===== src/rtl/uart_pkg.sv =====
// Shared definitions for the UART baud-rate controller: rate table, defaults and FSM states.
package uart_pkg;

    localparam int unsigned DEF_DIV_BITS = 9;
    localparam int unsigned DEF_RST_RATE = 4;
    localparam int unsigned NUM_RATES    = 8;

    // Divisor per rate index, DIV = round(50 MHz / (16 * baud)) - 1; index 7 is the MSB slot.
    localparam logic [NUM_RATES-1:0][DEF_DIV_BITS-1:0] RATE_DIV = {
        9'd2,   // 7: 921600
        9'd6,   // 6: 460800
        9'd13,  // 5: 230400
        9'd26,  // 4: 115200
        9'd53,  // 3: 57600
        9'd80,  // 2: 38400
        9'd162, // 1: 19200
        9'd325  // 0: 9600
    };

    typedef enum logic [1:0] {
        StRun,
        StDrain,
        StLoad
    } state_e;

    function automatic logic [DEF_DIV_BITS-1:0] rate_div(input logic [2:0] idx);
        return RATE_DIV[idx];
    endfunction

endpackage


===== src/rtl/baud_timer.sv =====
// Divide-by-(div+1) tick counter with run enable and synchronous clear.
// tick is registered; tick_next is its next-state value for same-cycle bookkeeping upstream.
module baud_timer #(
    parameter int unsigned DIV_BITS = 9
) (
    input  logic                clk,
    input  logic                reset,
    input  logic                enable,
    input  logic                clear,
    input  logic [DIV_BITS-1:0] div,
    output logic                tick_next,
    output logic                tick
);

    logic [DIV_BITS-1:0] count_q, count_d;
    logic                tick_q;

    // Next count: clear wins, otherwise advance and wrap while enabled.
    always_comb begin
        count_d   = count_q;
        tick_next = 1'b0;
        if (clear) begin
            count_d = '0;
        end else if (enable) begin
            count_d   = (count_q >= div) ? '0 : count_q + 1'b1;
            tick_next = (count_d == div);
        end
    end

    // Count and registered tick.
    always_ff @(posedge clk or posedge reset) begin
        if (reset) begin
            count_q <= '0;
            tick_q  <= 1'b0;
        end else begin
            count_q <= count_d;
            tick_q  <= tick_next;
        end
    end

    assign tick = tick_q;

endmodule


===== src/rtl/uart_baud_ctrl.sv =====
// Baud-rate controller: 16x and bit-rate tick source with rate changes deferred until
// both serial paths are idle.
module uart_baud_ctrl
    import uart_pkg::*;
#(
    parameter int unsigned DIV_BITS = DEF_DIV_BITS,
    parameter int unsigned RST_RATE = DEF_RST_RATE
) (
    input  logic       clk,
    input  logic       reset,
    input  logic       enable,
    input  logic       cfg_valid,
    input  logic [2:0] cfg_rate,
    output logic       cfg_ready,
    input  logic       tx_busy,
    input  logic       rx_busy,
    output logic       tx_hold,
    output logic       tick_16x,
    output logic       tick_bit,
    output logic [2:0] cur_rate,
    output logic       cfg_done
);

    localparam logic [2:0]          RstIdx = 3'(RST_RATE);
    localparam logic [DIV_BITS-1:0] RstDiv = DIV_BITS'(rate_div(RstIdx));

    state_e              state_q, state_d;
    logic [2:0]          pend_q, pend_d;
    logic [2:0]          rate_q;
    logic [DIV_BITS-1:0] div_q;
    logic [3:0]          sub_q, sub_d;
    logic                tick_bit_q, tick_bit_d;
    logic                tick_next;
    logic                clear;

    // Clearing on entry to LOAD as well as during it keeps the LOAD cycle tick-free.
    assign clear = (state_q == StLoad) || (state_d == StLoad);

    baud_timer #(
        .DIV_BITS (DIV_BITS)
    ) u_timer (
        .clk       (clk),
        .reset     (reset),
        .enable    (enable),
        .clear     (clear),
        .div       (div_q),
        .tick_next (tick_next),
        .tick      (tick_16x)
    );

    // Next-state logic: accept in RUN, wait for idle in DRAIN, single-cycle LOAD.
    always_comb begin
        state_d = state_q;
        pend_d  = pend_q;
        unique case (state_q)
            StRun: begin
                if (cfg_valid) begin
                    state_d = StDrain;
                    pend_d  = cfg_rate;
                end
            end
            StDrain: begin
                if (!tx_busy && !rx_busy) begin
                    state_d = StLoad;
                end
            end
            StLoad:  state_d = StRun;
            default: state_d = StRun;
        endcase
    end

    // State and pending-rate registers.
    always_ff @(posedge clk or posedge reset) begin
        if (reset) begin
            state_q <= StRun;
            pend_q  <= RstIdx;
        end else begin
            state_q <= state_d;
            pend_q  <= pend_d;
        end
    end

    // Applied rate and divisor, updated only in LOAD.
    always_ff @(posedge clk or posedge reset) begin
        if (reset) begin
            div_q  <= RstDiv;
            rate_q <= RstIdx;
        end else if (state_q == StLoad) begin
            div_q  <= DIV_BITS'(rate_div(pend_q));
            rate_q <= pend_q;
        end
    end

    // Sub counter: every 16th 16x tick is also a bit tick.
    always_comb begin
        sub_d      = sub_q;
        tick_bit_d = 1'b0;
        if (clear) begin
            sub_d = '0;
        end else if (tick_next) begin
            tick_bit_d = (sub_q == 4'hF);
            sub_d      = sub_q + 4'd1;
        end
    end

    // Sub counter and registered bit tick.
    always_ff @(posedge clk or posedge reset) begin
        if (reset) begin
            sub_q      <= '0;
            tick_bit_q <= 1'b0;
        end else begin
            sub_q      <= sub_d;
            tick_bit_q <= tick_bit_d;
        end
    end

    // Handshake and status outputs decode the state register directly.
    assign cfg_ready = (state_q == StRun);
    assign tx_hold   = (state_q != StRun);
    assign cfg_done  = (state_q == StLoad);
    assign tick_bit  = tick_bit_q;
    assign cur_rate  = rate_q;

endmodule


===== config.mk =====
export PLATFORM = sky130hd
export DESIGN_NAME = uart_baud_ctrl
export DESIGN_NICKNAME = d
export VERILOG_FILES = /design/src/rtl/uart_pkg.sv /design/src/rtl/baud_timer.sv /design/src/rtl/uart_baud_ctrl.sv
export SDC_FILE = /design/constraint.sdc
export NUM_CORES = 1
export LEC_CHECK = 0
export ABC_CLOCK_PERIOD_IN_PS = 3250
export CORE_MARGIN = 1
export CORE_UTILIZATION = 50
export DETAILED_ROUTE_END_ITERATION = 8
export PLACE_DENSITY = 0.7
export SYNTH_ARGS = -nofsm -noshare
export SYNTH_HDL_FRONTEND = slang
export SYNTH_HIERARCHICAL = 1
export SYNTH_SLANG_ARGS = --single-unit
export TNS_END_PERCENT = 30

===== constraint.sdc =====
create_clock -name clk -period 3.25 [get_ports clk]
set_clock_uncertainty 0.05 [all_clocks]
set_input_delay 0.65 -clock clk [delete_from_list [all_inputs] [get_ports clk]]
set_output_delay 0.65 -clock clk [all_outputs]
set_load 0.03 [all_outputs]

; After elaboration in Yosys (flattened, before gate mapping)
; Memories as Yosys holds them, arrays and structs flattened. A register that Yosys moved wholly into a read port is not among the register bits.
; Cells that the tools add are included.
[classes]
addsub = 2
order_cmp = 1
n_reduce_logical = 9
mux = 12
n_eq_ne = 5
[ops]
columns = operator, count
row1 = $mux W9, 3
row2 = $add A9 B1 Y9 const B, 1
row3 = $eq A9 B9 Y1, 1
row4 = $ge A9 B9 Y1, 1
row5 = $mux W4, 2
row6 = $reduce_bool A2 Y1, 3
row7 = $add A4 B1 Y4 const B, 1
row8 = $eq A2 B2 Y1 const B, 2
row9 = $eq A4 B4 Y1 const B, 1
row10 = $mux W1, 4
row11 = $mux W2, 2
row12 = $pmux W2 S2, 1
row13 = $eq A2 B1 Y1 const B, 1
row14 = $logic_not A1 Y1, 2
row15 = $logic_not A2 Y1, 1
row16 = $reduce_and A2 Y1, 1
row17 = $logic_and A1 B1 Y1, 1
row18 = $logic_or A1 B1 Y1, 1
[totals]
elab_cells = 37
mem_count = 1
reg_bits = 23
input_bits = 9
rom_bits = 72
output_inout_bits = 8
[mem_list]
columns = memory, depth, word_bits, rd, rd_ports_with_merged_regs, wr, line
row1 = (name not given), 8, 9, 1, 1, 0, uart_pkg.sv:27  ; return RATE_DIV[idx];

; Logic depth before layout (Yosys ltp)
[logic_depth]
word_depth = 9
depth_mapped = 11
ltp_nobuf = 11

; Hierarchy
; Netlist, hierarchy kept.
[modules_own_cells]
columns = module, n_inst, seq_area_each_um2, cells_per_inst, area_per_inst_um2
row1 = baud_timer, 1, 250.2, 136, 1063.5
row2 = uart_baud_ctrl, 1, 556.8, 92, 1009.7

; Worst setup path after synthesis
; OpenSTA, ideal clock, no wires.
[synth_timing]
path_type = register to register
startpoint = register div_q[4]
endpoint = register sub_q[3]
required_time_ns = 3.076
path_slack_ns = 0.523
arrival_ns = 2.553
setup_ns = 0.124
path_buffers = 0
stages_incl_launch_ff = 12
period_less_slack_ns = 2.727
cell_sequence = dfstp_2 inv_1 ha_1 a21oi_1 nor2_1 a21oi_1 nor2_1 a2111o_1 a311oi_2 nand4_1 xor2_1 nor2_1
[synth_via]
elab_chain_cells = 6
[synth_rtl]
columns = element, line
row1 = "start, declared", uart_baud_ctrl.sv:30  ; logic [DIV_BITS-1:0] div_q;
row2 = $ge A9 B9 Y1, baud_timer.sv:25  ; count_d = (count_q >= div) ? '0 : count_q + 1'b1;
row3 = $mux W9, baud_timer.sv:25
row4 = $eq A9 B9 Y1 *, baud_timer.sv:26  ; tick_next = (count_d == div);
row5 = $mux W1 *, baud_timer.sv:24  ; end else if (enable) begin
row6 = $mux W1 *, baud_timer.sv:22  ; if (clear) begin
row7 = named net tick_next, uart_baud_ctrl.sv:33  ; logic tick_next;
row8 = $reduce_bool A2 Y1 (no source line) *, --
row9 = "end signal, assigned", uart_baud_ctrl.sv:112  ; sub_q <= sub_d;
row10 = "end, declared", uart_baud_ctrl.sv:31  ; logic [3:0] sub_q, sub_d;
; Mark *: on every way through the listed nets, which the timed path passes. The rest lies on a longest branch.
; A chain may end at the register's enable or synchronous reset.

; Worst setup path after layout
[layout_timing]
startpoint = register u_timer.count_q[0]
endpoint = register sub_q[3]
[layout_via]
elab_chain_cells = 6
word_cells_on_any_way = 7
classes_between = 1 x add/sub / 1 x order compare / 1 x eq/ne / 3 x mux / 1 x reduce/logical
[layout_rtl]
columns = element, line
row1 = "start, declared", baud_timer.sv:15  ; logic [DIV_BITS-1:0] count_q, count_d;
row2 = "start signal, assigned", baud_timer.sv:36  ; count_q <= count_d;
row3 = $add A9 B1 Y9 or $ge A9 B9 Y1 (tied branches), baud_timer.sv:25
row4 = $mux W9 *, baud_timer.sv:25
row5 = $eq A9 B9 Y1 *, baud_timer.sv:26
row6 = $mux W1 *, baud_timer.sv:24
row7 = $mux W1 *, baud_timer.sv:22
row8 = named net tick_next, uart_baud_ctrl.sv:33
row9 = $reduce_bool A2 Y1 (no source line) *, --
; Marks and branches as above.

==> out/qor.csv <==
metric,value,unit
DRC,0,
port bufs,16,
clk sinks,32,
Synth Flop Type,dfrtp_1,
unique cell type count in the Yosys netlist,49,
type of the worst setup path,reg -> reg,
fin area,0.00241,mm²
worst vdd ir,0.000459,V
Hold Buf Count CTS,0,
Finished Core Util,0.602,
launch point of the worst path,u_timer/count_q[0],
"Arr. time, crit path",3.02,ns
vias post-DR,1711,
Synth Cell Area,0.00207,mm²
Reg2Reg Depth,12,
Mean Syn Cell Area,9.09,µm²
Pleak,1.10,nW
WP data required,3.37,ns
Starting Density,0.518,
DIE WIDTH,66.4,µm
Crit Reg-Reg Endpoint,sub_q[3],
grt total ovfl,0,
Worst-path clk slew,0.06,ns
asr flop ratio synth,1.00,
fin crit share,0.890,
Avg WL per Cell,14.3,µm
Fin Setup TNS,0,ns
Post-Layout Cell Count,302,
count of final max-slew check failures,0,
largest net degree at the start of global routing,24,
Initial DRT Pass Iterations,4,
Worst Max-Slew Pin Slew,0.812,ns
CP Max Fanout,8,
CTS Buf Count,5,
Tot GR Track Use,0.224,
Syn Nets,252,
H-tree depth,2,
share of cells above drive strength 1,0.127,
# rows,23,
Setup crit end,sub_q[3],
drt initial violations,98,
dpl cells,294,
ant diodes,0,
DP Area,0.00231,mm²
CP Launch Type,flop,
fmax,346,MHz
Root Buffer,clkbuf_8,
Post-CTS Resized,0,
status,"finished, final reports clean",
Final min period,2.89,ns
post-layout net count,275,
Slew HR,0.458,
flop2flop setup slack,0.36,ns
global-route wire length before repair,7.37,mm
Area Growth Syn to Fin,16.2,%
RSZ-0062 raised after global routing,false,
Via density,5.67,
Ports,17,
setup bufs post-CTS,0,
Seq cells post-synth,32,
setup violators final,0,
Die H,66.4,µm
placer congestion estimate,0.889,
Max-Cap Viols,0,
clock buffer depth,2,
DRT antenna net count,0,
Post-synth EDFFs,0,
worst r2r src,u_timer/count_q[0],
die area,0.00441,mm²
Final Power,2.04,mW
Synth warnings,6,
core area,0.00400,mm²
Worst Setup End Kind,flop,
CTS tree,done,
PwrDens,845,mW/mm²
post-synthesis sequential area ratio,0.389,
Fin. Hold Viols,0,
Detailed Route WL,4.32,mm
HPWL Detailed,3.21,mm
class of the tightest hold or removal check,reg -> reg,
vias in the first global route,1595,
Synth Instances,228,
clock latency on the worst-skew pair,0.28,ns
antenna violations before repair,0,
-- stage by stage --
step / setup slack (ns) / hold slack [ns]
2_1_floorplan: 0.523 / 0.412
3_3_place_gp: 0.261 / 0.418
3_5_place_dp: 0.221 / 0.424
4_1_cts: 0.399 / 0.439
5_1_grt: 0.107 / 0.472
6_report: 0.356 / 0.434
-- registers in the layout (all words and copies together) (netlist names) --
name             cells
u_timer/count_q      9
sub_q                4
div_q                9
pend_q               3
cur_rate             3
u_timer/tick         1
state_q              2
tick_bit             1
-- placed cells by master, fill, tap and decap left out, types with 2 or more instances in the layout --
| cell type | instances |
|---|---|
| mux2_4 | 3 |
| buf_4 | 5 |
| or3_2 | 2 |
| clkbuf_8 | 7 |
| xor2_1 | 3 |
| o32ai_1 | 2 |
| nand2b_1 | 4 |
| a21o_1 | 4 |
| nand4b_1 | 2 |
| o21ai_1 | 9 |
| o2111ai_1 | 2 |
| nor3_1 | 6 |
| clkdlybuf4s50_1 | 16 |
| dfrtp_1 | 27 |
| nor2b_1 | 2 |
| nand2_1 | 28 |
| o31ai_1 | 2 |
| inv_1 | 18 |
| o22ai_1 | 3 |
| a211oi_1 | 2 |
| o21ai_0 | 7 |
| mux2i_1 | 5 |
| nand4_1 | 4 |
| nand3_1 | 6 |
| dfstp_2 | 5 |
| or3_1 | 2 |
| o21a_1 | 2 |
| xnor2_1 | 6 |
| nor2_1 | 18 |
| a21oi_1 | 15 |
| ha_1 | 15 |
-- area by class of cell --
class | count | area (µm²)
fill | 384 | 1590
multi-input combinational | 172 | 1170
sequential | 32 | 807
timing repair buffer | 21 | 198
clock buffer | 8 | 100
inverter | 19 | 71.3
tap | 50 | 62.6
-- worst min path at each step --
stage          slack [ns]           to  cells past startpoint        start
3_5_place_dp         0.42  cur_rate[1]                      2  cur_rate[1]
3_3_place_gp         0.42  cur_rate[0]                      2  cur_rate[0]
6_report             0.43  cur_rate[1]                      2  cur_rate[1]
5_1_grt              0.47  cur_rate[0]                      2  cur_rate[0]
2_1_floorplan        0.41     div_q[3]                      2     div_q[3]
4_1_cts              0.44  cur_rate[1]                      2  cur_rate[1]
-- worst max-delay path, cell delays in order (launching register included) --
cell	delay (ns)
dfrtp_1	0.50
inv_1	0.11
ha_1	0.29
nor2b_1	0.14
o21ai_0	0.14
a21o_1	0.23
nor2_1	0.45
nand2_1	0.13
a311oi_2	0.27
buf_4	0.18
nand4_1	0.11
xor2_1	0.14
nor2_1	0.05
-- logic make-up (layout without fill, tap and decap cells) --
family / count (synthesis) / count (layout) / share of synthesized area
simple gates: 82 / 82 / 0.200
compound gates: 56 / 56 / 0.177
flops: 32 / 32 / 0.389
buf+inv: 24 / 48 / 0.0459
fa+ha+maj: 15 / 15 / 0.0905
xor+xnor: 10 / 10 / 0.0459
mux: 9 / 9 / 0.0513
-- per-layer routing --
metal  vias up  track usage  wire, µm
li1        857            -         -
met1       796        0.304      2010
met2        50        0.333      1970
met3         8       0.0638       265
met4         0       0.0878        76
met5         -            0         0
-- cell usage after synthesis, drive strengths merged, types with 3 or more instances --
library cell | number | share of area
a21o | 4 | 0.014
buf | 4 | 0.0097
nand2 | 28 | 0.051
o31ai | 3 | 0.013
ha | 15 | 0.091
mux2i | 5 | 0.024
o22ai | 3 | 0.0091
nand4 | 4 | 0.012
xnor2 | 7 | 0.033
inv | 18 | 0.033
nor3 | 6 | 0.014
nand2b | 4 | 0.012
nor2 | 18 | 0.033
dfstp | 5 | 0.063
mux2 | 4 | 0.027
o21ai | 16 | 0.039
a21oi | 15 | 0.036
xor2 | 3 | 0.013
dfrtp | 27 | 0.33
nand3 | 7 | 0.019
or3 | 5 | 0.019
-- where the power goes --
group,leakage [nW],internal (mW),total (mW),switching [mW]
clock network,0.0515,0.193,0.332,0.139
registers,0.410,0.533,0.691,0.158
logic,0.639,0.442,1.01,0.570
(Power assumes the default switching activity.)
